--- src/rtl/uart_loader_pkg.sv ---
// Shared types and constants for the UART program loader.
// Optional idle timeout is built when UART_LOADER_TIMEOUT_EN is defined.
package uart_loader_pkg;

    typedef enum logic [2:0] {
        IDLE,
        LEN_HI,
        LEN_LO,
        DATA_HI,
        DATA_LO,
        CHECK,
        DONE,
        ERROR
    } loader_state_t;

    typedef enum logic [1:0] {
        RX_IDLE,
        RX_START,
        RX_DATA,
        RX_STOP
    } rx_state_t;

    localparam logic [7:0] SYNC_BYTE_DEF  = 8'hA5;
    localparam int         TIMEOUT_CYCLES = 50_000_000;

    function automatic logic is_loading(loader_state_t s);
        return (s == LEN_HI) || (s == LEN_LO) || (s == DATA_HI) ||
               (s == DATA_LO) || (s == CHECK);
    endfunction

endpackage

--- src/rtl/uart_program_loader_if.sv ---
// ROM write-side bus driven by the program loader.
// The loader is the master; the ROM write port is the slave.
interface uart_program_loader_if #(
    parameter int DATA_WIDTH = 16,
    parameter int ADDR_WIDTH = 12
);
    logic                  rom_we;
    logic [ADDR_WIDTH-1:0] rom_addr;
    logic [DATA_WIDTH-1:0] rom_wdata;

    modport master (output rom_we, rom_addr, rom_wdata);
    modport slave  (input  rom_we, rom_addr, rom_wdata);
endinterface

--- src/rtl/uart_rx.sv ---
// 8N1 UART receiver: synchroniser, bit timer, shift register.
// Emits a one-cycle byte_valid or frame_err per received byte.
module uart_rx
    import uart_loader_pkg::*;
#(
    parameter int CLKS_PER_BIT = 434
) (
    input  logic       clk,
    input  logic       rst_n,
    input  logic       rx,
    output logic [7:0] data,
    output logic       byte_valid,
    output logic       frame_err
);
    localparam int CW = $clog2(CLKS_PER_BIT + 1);

    logic          rx_m, rx_s, rx_d;
    rx_state_t     state, state_nx;
    logic [CW-1:0] cnt;
    logic [2:0]    bit_idx;
    logic          half_tick, bit_tick;

    assign half_tick = (cnt == CW'(CLKS_PER_BIT / 2 - 1));
    assign bit_tick  = (cnt == CW'(CLKS_PER_BIT - 1));

    // Two-flop synchroniser plus one delay flop for edge detection
    always_ff @(posedge clk or negedge rst_n) begin
        if (!rst_n) begin
            rx_m <= 1'b1;
            rx_s <= 1'b1;
            rx_d <= 1'b1;
        end else begin
            rx_m <= rx;
            rx_s <= rx_m;
            rx_d <= rx_s;
        end
    end

    // Receiver state register
    always_ff @(posedge clk or negedge rst_n) begin
        if (!rst_n) state <= RX_IDLE;
        else        state <= state_nx;
    end

    // Next state: start edge, mid-start recheck, 8 data bits, stop
    always_comb begin
        state_nx = state;
        unique case (state)
            RX_IDLE:  if (!rx_s && rx_d) state_nx = RX_START;
            RX_START: if (half_tick) state_nx = rx_s ? RX_IDLE : RX_DATA;
            RX_DATA:  if (bit_tick && bit_idx == 3'd7) state_nx = RX_STOP;
            RX_STOP:  if (bit_tick) state_nx = RX_IDLE;
            default:  state_nx = RX_IDLE;
        endcase
    end

    // Bit timer, shift register and result pulses
    always_ff @(posedge clk or negedge rst_n) begin
        if (!rst_n) begin
            cnt        <= '0;
            bit_idx    <= '0;
            data       <= '0;
            byte_valid <= 1'b0;
            frame_err  <= 1'b0;
        end else begin
            byte_valid <= 1'b0;
            frame_err  <= 1'b0;
            if (state == RX_IDLE || state != state_nx || bit_tick)
                cnt <= '0;
            else
                cnt <= cnt + 1'b1;
            if (state == RX_START)
                bit_idx <= '0;
            if (state == RX_DATA && bit_tick) begin
                data    <= {rx_s, data[7:1]};
                bit_idx <= bit_idx + 1'b1;
            end
            if (state == RX_STOP && bit_tick) begin
                byte_valid <= rx_s;
                frame_err  <= ~rx_s;
            end
        end
    end

endmodule

--- src/rtl/uart_program_loader.sv ---
// Loads a framed program image from UART into the instruction ROM.
// Define UART_LOADER_TIMEOUT_EN to abort frames idle for 1 s.
module uart_program_loader
    import uart_loader_pkg::*;
#(
    parameter int         DATA_WIDTH   = 16,
    parameter int         ADDR_WIDTH   = 12,
    parameter int         CLKS_PER_BIT = 434,
    parameter logic [7:0] SYNC_BYTE    = SYNC_BYTE_DEF
) (
    input  logic                   CLK_50,
    input  logic                   resetN,
    input  logic                   rx,
    uart_program_loader_if.master  rom,
    output logic                   load_active,
    output logic                   load_done,
    output logic                   load_error
);
    localparam int MAX_LEN = 2 ** ADDR_WIDTH;

    logic [7:0]        byte_data;
    logic              byte_valid, frame_err;
    loader_state_t     state, state_nx;
    logic [7:0]        len_hi, hi, chk;
    logic [15:0]       len, len_rx;
    logic [ADDR_WIDTH:0] count;
    logic              timeout;

    uart_rx #(.CLKS_PER_BIT(CLKS_PER_BIT)) u_rx (
        .clk        (CLK_50),
        .rst_n      (resetN),
        .rx         (rx),
        .data       (byte_data),
        .byte_valid (byte_valid),
        .frame_err  (frame_err)
    );

    assign len_rx = {len_hi, byte_data};

`ifdef UART_LOADER_TIMEOUT_EN
    logic [25:0] idle_cnt;

    // Idle watchdog: cleared by each byte, runs only mid-frame
    always_ff @(posedge CLK_50 or negedge resetN) begin
        if (!resetN)                          idle_cnt <= '0;
        else if (!is_loading(state) || byte_valid) idle_cnt <= '0;
        else if (!timeout)                    idle_cnt <= idle_cnt + 1'b1;
    end

    assign timeout = (idle_cnt == 26'(TIMEOUT_CYCLES));
`else
    assign timeout = 1'b0;
`endif

    // Loader state register
    always_ff @(posedge CLK_50 or negedge resetN) begin
        if (!resetN) state <= IDLE;
        else         state <= state_nx;
    end

    // Frame parser next state
    always_comb begin
        state_nx = state;
        if (byte_valid) begin
            unique case (state)
                IDLE, DONE, ERROR:
                    if (byte_data == SYNC_BYTE) state_nx = LEN_HI;
                LEN_HI:  state_nx = LEN_LO;
                LEN_LO:
                    if (len_rx == 16'd0)          state_nx = CHECK;
                    else if (int'(len_rx) > MAX_LEN) state_nx = ERROR;
                    else                          state_nx = DATA_HI;
                DATA_HI: state_nx = DATA_LO;
                DATA_LO:
                    state_nx = (16'(count) + 16'd1 == len) ? CHECK : DATA_HI;
                CHECK:   state_nx = (byte_data == chk) ? DONE : ERROR;
                default: state_nx = IDLE;
            endcase
        end
        if (is_loading(state) && (frame_err || timeout))
            state_nx = ERROR;
    end

    // Datapath: length, checksum, word assembly, ROM strobe, status
    always_ff @(posedge CLK_50 or negedge resetN) begin
        if (!resetN) begin
            len_hi        <= '0;
            len           <= '0;
            hi            <= '0;
            chk           <= '0;
            count         <= '0;
            rom.rom_we    <= 1'b0;
            rom.rom_addr  <= '0;
            rom.rom_wdata <= '0;
            load_active   <= 1'b0;
            load_done     <= 1'b0;
            load_error    <= 1'b0;
        end else begin
            rom.rom_we <= 1'b0;
            if (rom.rom_we)
                count <= count + 1'b1;
            if (byte_valid) begin
                unique case (state)
                    IDLE, DONE, ERROR:
                        if (byte_data == SYNC_BYTE) begin
                            count <= '0;
                            chk   <= '0;
                        end
                    LEN_HI: begin
                        len_hi <= byte_data;
                        chk    <= chk + byte_data;
                    end
                    LEN_LO: begin
                        len <= len_rx;
                        chk <= chk + byte_data;
                    end
                    DATA_HI: begin
                        hi  <= byte_data;
                        chk <= chk + byte_data;
                    end
                    DATA_LO: begin
                        rom.rom_we    <= 1'b1;
                        rom.rom_addr  <= count[ADDR_WIDTH-1:0];
                        rom.rom_wdata <= DATA_WIDTH'({hi, byte_data});
                        chk           <= chk + byte_data;
                    end
                    default: ;
                endcase
            end
            load_active <= is_loading(state_nx);
            load_done   <= (state_nx == DONE);
            load_error  <= (state_nx == ERROR);
        end
    end

endmodule

--- src/flat_wrapper.sv ---
// flat-port wrapper written by rule: the top's interface ports become plain ports
module uart_program_loader_flat import uart_loader_pkg::*;
#(
    parameter int         DATA_WIDTH   = 16,
    parameter int         ADDR_WIDTH   = 12,
    parameter int         CLKS_PER_BIT = 434,
    parameter logic [7:0] SYNC_BYTE    = SYNC_BYTE_DEF
)
  (CLK_50, resetN, rx, load_active, load_done, load_error, rom_rom_we, rom_rom_addr, rom_rom_wdata);
  uart_program_loader_if #(.DATA_WIDTH(DATA_WIDTH), .ADDR_WIDTH(ADDR_WIDTH)) rom_i ();
  input  logic CLK_50;
  input  logic resetN;
  input  logic rx;
  output logic load_active;
  output logic load_done;
  output logic load_error;
  output wire logic [$bits(rom_i.rom_we)-1:0] rom_rom_we;
  output wire logic [$bits(rom_i.rom_addr)-1:0] rom_rom_addr;
  output wire logic [$bits(rom_i.rom_wdata)-1:0] rom_rom_wdata;
  assign rom_rom_we = rom_i.rom_we;
  assign rom_rom_addr = rom_i.rom_addr;
  assign rom_rom_wdata = rom_i.rom_wdata;
  uart_program_loader #(.DATA_WIDTH(DATA_WIDTH), .ADDR_WIDTH(ADDR_WIDTH), .CLKS_PER_BIT(CLKS_PER_BIT), .SYNC_BYTE(SYNC_BYTE)) u_core (.CLK_50(CLK_50), .resetN(resetN), .rx(rx), .rom(rom_i), .load_active(load_active), .load_done(load_done), .load_error(load_error));
endmodule
--- config.mk ---
export PLATFORM = sky130hd
export DESIGN_NAME = uart_program_loader_flat
export DESIGN_NICKNAME = d
export VERILOG_FILES = /design/src/rtl/uart_loader_pkg.sv /design/src/rtl/uart_program_loader_if.sv /design/src/rtl/uart_rx.sv /design/src/rtl/uart_program_loader.sv /design/src/flat_wrapper.sv
export SDC_FILE = /design/constraint.sdc
export NUM_CORES = 1
export LEC_CHECK = 0
export ABC_AREA = 1
export CORE_UTILIZATION = 36
export DETAILED_ROUTE_END_ITERATION = 8
export DONT_BUFFER_PORTS = 1
export PLACE_DENSITY = 0.54
export SETUP_SLACK_MARGIN = 0.4
export SYNTH_ARGS = -nofsm -noshare
export SYNTH_HDL_FRONTEND = slang
export SYNTH_SLANG_ARGS = --single-unit
--- constraint.sdc ---
create_clock -name CLK_50 -period 2.2 [get_ports CLK_50]
set_clock_uncertainty 0.05 [all_clocks]
set_input_delay 0.33 -clock CLK_50 [delete_from_list [all_inputs] [get_ports CLK_50]]
set_output_delay 0.33 -clock CLK_50 [all_outputs]
set_load 0.01 [all_outputs]
Yosys cells after proc, flatten, opt, wreduce, memory -nomap -nowiden
Cells that the tools add are included. W data, S select, Z words.

Input bits: 3. Bits in registers: 115. Word-level logic and storage cells: 108.

Mux-type cells: 27. Reduce and logical (&&, ||, !) cells: 28. Add/sub/neg operators: 5. Magnitude comparators: 1. Equality and inequality tests: 25. Bitwise logic cells: 1.

Operator list (count): $mux W13 (4); $eq A3 B3 Y1 const B (9); $mux W3 (8); $pmux W3 S6 (1); $eq A16 B16 Y1 (1); $gt A16 B13 Y1 const B (1); $logic_not A16 Y1 (1); $pmux W8 S2 (1); $add A13 B1 Y14 const B (1); $add A13 B1 Y13 const B (1); $eq A3 B2 Y1 const B (4); $logic_or A1 B1 Y1 (10); $mux W2 (5); $add A9 B1 Y9 const B (1); $eq A9 B8 Y1 const B (1); $eq A9 B9 Y1 const B (1); $mux W9 (1); $add A8 B8 Y8 (1); $eq A8 B8 Y1 (1); $eq A8 B8 Y1 const B (1); $mux W8 (1); $pmux W2 S4 (1); $reduce_and A2 Y1 (4); $eq A3 B1 Y1 const B (2); other kinds (15) (25).

Depth between registers and ports, before layout
Depth in word-level cells: 12. Mapped depth: 18.

By module
A second synthesis with hierarchy kept.

Cell total of the unflattened synthesis: 680. Area, all modules: 5561.6 µm².

By module, submodules not included: uart_program_loader (cells an instance 542, times used 1, area an instance 4320.4 µm², seq. area each 2202.1 µm²); uart_rx (cells an instance 138, times used 1, area an instance 1241.2 µm², seq. area each 679.4 µm²).

Least setup slack after synthesis
Ideal clock, no wire load.

Path kind: flip-flop to flip-flop. From: reg u_core.u_rx.data[2]. To: reg u_core.chk[7]. Data arrival time: 1678 ps. Library setup time: 150 ps. Data required time: 2000 ps. Cell stages (with the launch flop): 13. Path slack: 322 ps. Cell sequence: dfrtp_1 ha_1 a21oi_1 nand2_1 nand2_1 nand2_1 a21oi_1 nor2_1 nor2_1 nor2_1 nor2_1 xor2_1 o22ai_1.

Cells in the longest elaborated chain, start to end: 3. Elaborated cells on any way between the ends: 5.

RTL lines: from (decl) (RTL line uart_rx.sv:11) `output logic [7:0] data,`; from (signal assigned) (RTL line uart_rx.sv:75) `data <= {rx_s, data[7:1]};`; branches (longest 3 deep; another with $add A8 B8 Y8); to (signal assigned) (RTL line uart_program_loader.sv:111) `chk <= chk + byte_data;`; to (signal assigned) (RTL line uart_program_loader.sv:115) `chk <= chk + byte_data;`; to (signal assigned) (RTL line uart_program_loader.sv:119) `chk <= chk + byte_data;`; to (decl) (RTL line uart_program_loader.sv:24) `logic [7:0] len_hi, hi, chk;`.

Several ways; the timed one is not identified. A chain may end at the register's enable or synchronous reset.

Worst setup path after layout
From: reg u_core.count[1]. To: reg u_core.load_active.

Cells in the longest elaborated chain, start to end: 11. Elaborated cells on any way between the ends: 15.

RTL lines: from (decl) (RTL line uart_program_loader.sv:26) `logic [ADDR_WIDTH:0] count;`; from (signal assigned) (RTL line uart_program_loader.sv:101) `count <= count + 1'b1;`; $add A13 B1 Y14 * (RTL line uart_program_loader.sv:75) `state_nx = (16'(count) + 16'd1 == len) ? CHECK : DATA_HI;`; $eq A16 B16 Y1 * (RTL line uart_program_loader.sv:75); $mux W3 * (RTL line uart_program_loader.sv:75); $pmux W3 S6 * (RTL line uart_program_loader.sv:65) `unique case (state)`; $mux W3 * (RTL line uart_program_loader.sv:64) `if (byte_valid) begin`; $mux W3 * (RTL line uart_program_loader.sv:80) `if (is_loading(state) && (frame_err || timeout))`; $eq A3 B1 Y1 / $eq A3 B2 Y1 (equally long branches) (RTL line uart_loader_pkg.sv:27) `return (s == LEN_HI) || (s == LEN_LO) || (s == DATA_HI) ||`; $logic_or A1 B1 Y1 (3 in a row) (RTL line uart_loader_pkg.sv:27); $logic_or A1 B1 Y1 * (RTL line uart_loader_pkg.sv:28) `(s == DATA_LO) || (s == CHECK);`; to (signal assigned) (RTL line uart_program_loader.sv:130) `load_active <= is_loading(state_nx);`; to (decl) (RTL line uart_program_loader.sv:15) `output logic load_active,`.

Mark *: on every way between the ends. The rest lies on a longest branch, timed or not.

==> impl_metrics.py <==
metrics = {
    "critical_path": {
        "criticalPathCategory": "register to register",
        "start_kind": "register",
        "worstPathArrival_ps": 2470,
        "endpoint_kind": "register",
        "slowest_stage": "dfrtp_1",
        "reg2reg_from": "u_core.count[1]$_DFF_PN0_",
        "critPathCapture": "u_core.load_active$_DFF_PN0_",
        "crit_required_ps": 2490,
        "crit_top_cell": "nand2_1",
        "max_stage_delay_ps": 410,
        "rr_worst_depth": 15,
        "reg2reg_to": "u_core.load_active$_DFF_PN0_",
        "path_cells": "ha_4, nand2_4, nor2_4, nand4_1, nand2_1, nand2_1, nand2_1, nand2_1, nor2_2, nand2_1, nand2_1, nand2_2, a21boi_4, nand3_2, nand2_1",
        "worstPathMaxFanout": 8,
        "r2r_slack_ps": 30,
        "startpoint": "u_core.count[1]$_DFF_PN0_",
    },
    "logic_synthesis": {
        "syn_area_um2": 5530,
        "yosysMostFrequentCell": "nand2_1",
        "postSynthAreaPerCell_um2": 8.31,
        "synth-xor-area-share": 0.0127,
        "synth-warning-count": 0,
        "synth-edff-count": 0,
        "ys_top_cells_by_count": "nand2_1 (182), dfrtp_1 (112), inv_1 (79)",
        "synthAdderAreaFrac": 0.0330,
        "synth_top_family_by_area": "simple AND/OR/NAND/NOR gates",
        "synthSimpleGateAreaFrac": 0.244,
        "synth_area_leaders": "dfrtp_1 (51%), nand2_1 (12%), o21ai_0 (5.4%), inv_1 (5.4%), nor2_1 (4.1%)",
        "yosys.area.top_type": "dfrtp_1",
        "yosysTopAreaCellShare": 0.507,
        "synth_top_flop_cell": "dfrtp_1",
        "synth_seq_area_share": 0.521,
        "syn_inst": 665,
        "ys_seq_elements": 115,
        "synth-compound-area-share": 0.120,
        "syn-num-nets": 682,
        "synth_mux_area_frac": 0.00204,
        "synth_cell_type_count": 39,
        "async_flop_share": 1.00,
    },
    "layout": {
        "area_growth_pct": 26.8,
        "fin_area_um2": 7010,
        "nets": 727,
        "multi_input_area_um2": 2540,
        "utilization": 0.475,
        "seq_area_um2": 2890,
        "nFillCells": 1374,
        "insertedDiodeCount": 0,
        "layout-drive-gt1-share": 0.210,
        "final_cells": 907,
    },
    "sta": {
        "fin_ws_ps": 28.2,
        "worst_pin_slew_ps": 722,
        "fin_crit_sh": 0.987,
        "whs_ps": -429,
        "maxSlewHeadroom": 0.516,
        "timing.fmax_mhz": 460,
        "tns_ps": 0,
        "drv_slew": 0,
        "finalCriticalPeriod_ps": 2170,
        "hold_violations": 115,
        "rsz0062_at_grt": "true",
        "setup_viol": 0,
    },
    "global_routing": {
        "grt_pass1_wl_mm": 22.1,
        "grt_pass1_vias": 4617,
        "grt_max_degree": 116,
        "antenna_found_initial": 0,
        "grtUsageTotal": 0.178,
        "grt_overflow_total": 0,
    },
    "outcome": {
        "failed_checks": "hold timing",
        "status": "finished, violations left",
    },
    "placed_design": {
        "post-place-ws_ps": 42.2,
        "dp_cells": 849,
        "hpwl_mm": 8.61,
        "gp_congestion": 0.823,
        "portBuffers": 0,
        "placed_area_um2": 5830,
    },
    "floorplanning": {
        "die_h_um": 126,
        "initial_core_util": 0.375,
        "die_area_um2": 15900,
        "fp-row-count": 44,
        "die_x_um": 126,
        "io_pins": 35,
        "core_um2": 14800,
    },
    "power_and_ir_drop": {
        "p_clk_frac": 0.554,
        "p_switching_w": 0.00115,
        "vdd_drop_max_mv": 0.574,
        "powerDensity_nw_per_um2": 807,
        "p_int_w": 0.00451,
        "pwr-share-seq": 0.399,
        "pwr-share-comb": 0.047,
        "p_leak_nw": 3.30,
        "p_sw_frac": 0.203,
    },
    "route": {
        "routed_wl_mm": 13.3,
        "final_antenna_net_count": 0,
        "drt-pass1-iter-count": 4,
        "drtIter0Drc": 261,
        "wl_per_cell_um": 14.6,
        "drcViolationCount": 0,
        "vias_per_cell": 4.98,
        "vias": 4515,
    },
    "clocking": {
        "cts.sinks": 115,
        "htreeDepth": 4,
        "cts_made_buffers": 17,
        "cts_root_buf": "clkbuf_16",
        "clockBufferDepth": 2,
        "worstSkewPairLatency_ps": 410,
        "holdBufCountCts": 1,
        "tritoncts": "done",
        "clk_pin_slew_ps": 50,
    },
    "job": {
        "drv_cap": 0,
    },
    "worst_hold_path": {
        "hold_class": "input port to async pin",
    },
}
-- power groups by stage --
stage | Sequential [W] | Clock (W) | Combinational [W]
after floorplan | 0.00227 | 0 | 0.000150
after global placement | 0.00228 | 0 | 0.000169
after detailed placement | 0.00228 | 0 | 0.000185
after CTS | 0.00225 | 0.00320 | 0.000210
after global routing | 0.00226 | 0.00330 | 0.000302
final | 0.00226 | 0.00314 | 0.000266
-- worst max-delay path, delay by kind of cell (launching register included) --
kind	cells	cell delay (ps)
AND/OR/NAND/NOR	13	1290
flip-flops	1	410
AO/OA/AOI/OAI	1	190
adder cells (fa/ha/maj)	1	180
-- area by class of cell --
cell class / count / share of cell area
Clock buffer: 22 / 0.0676
Sequential cell: 115 / 0.412
Tap cell: 184 / 0.0328
Timing Repair inverter: 1 / 0.00107
Clock inverter: 10 / 0.0289
Multi-Input combinational cell: 454 / 0.362
Timing Repair Buffer: 40 / 0.0514
Inverter: 81 / 0.0446
-- cells by family (layout without fill, tap and decap cells) --
family,after synthesis,after routing
adders and majority gates,14,14
muxes,1,1
AOI/OAI and AO/OA,112,113
xor gates and xnor gates,8,8
DFF,115,115
and+or+nand+nor,318,318
buffers and inverters,97,154
-- state kept, by name, summed over array words and instances, names as in the netlist, 3 cells and up --
| signal | count |
|---|---|
| u_core.u_rx.bit_idx | 3 |
| u_core.u_rx.cnt | 9 |
| u_core.state | 3 |
| u_core.len | 16 |
| u_core.chk | 8 |
| u_core.rom.rom_wdata | 16 |
| u_core.count | 13 |
| u_core.hi | 8 |
| u_core.u_rx.data | 8 |
| u_core.len_hi | 8 |
| u_core.rom.rom_addr | 12 |
-- routing by layer --
layer  track usage  wire [um]  vias up
met3        0.0497        557       13
li1              -          -     2267
met5             0          0        -
met1         0.213       6010     2164
met2         0.304       6560       71
met4        0.0673        152        0
-- timing repair --
item                       4_1_cts  5_1_grt
hold endpoints to repair       116      115
buffers inserted                18        4
pin swaps                       23       22
gates cloned                     1        2
setup endpoints to repair       55       73
resized for setup               43       48
-- cells in the final DEF, fill, tap and decap left out, drive strengths merged, types with 2 or more instances in the layout --
cell type / count
dfrtp: 112
ha: 13
nor4: 2
nor2: 66
dfstp: 3
nor3: 14
a22o: 2
bufinv: 6
clkinvlp: 3
o22ai: 8
a21oi: 21
inv: 79
o21ai: 64
xor2: 6
a211oi: 11
a21boi: 2
nand2: 187
clkbuf: 22
buf: 39
nand3b: 2
clkinv: 4
nand4: 10
xnor2: 2
nand3: 35
-- worst min-delay path by stage --
stage / slack (ps) / to
after floorplan: -20 / u_core.chk[0]$_DFFE_PN0P_
after global placement: -10 / u_core.rom.rom_addr[11]$_DFFE_PN0P_
after detailed placement: -10 / u_core.rom.rom_addr[0]$_DFFE_PN0P_
after CTS: -450 / u_core.u_rx.cnt[7]$_DFF_PN0_
after global routing: -460 / u_core.rom.rom_wdata[11]$_DFFE_PN0P_
final: -430 / u_core.rom.rom_addr[0]$_DFFE_PN0P_
-- through the flow --
step	total power, W	hold WS [ps]
floorplan	0.00242	-15.6
global placement	0.00245	-11.6
detailed placement	0.00246	-12.0
CTS	0.00566	-454
global route	0.00587	-460
finish	0.00566	-429
No activity file was read; power rests on OpenSTA's default activity.
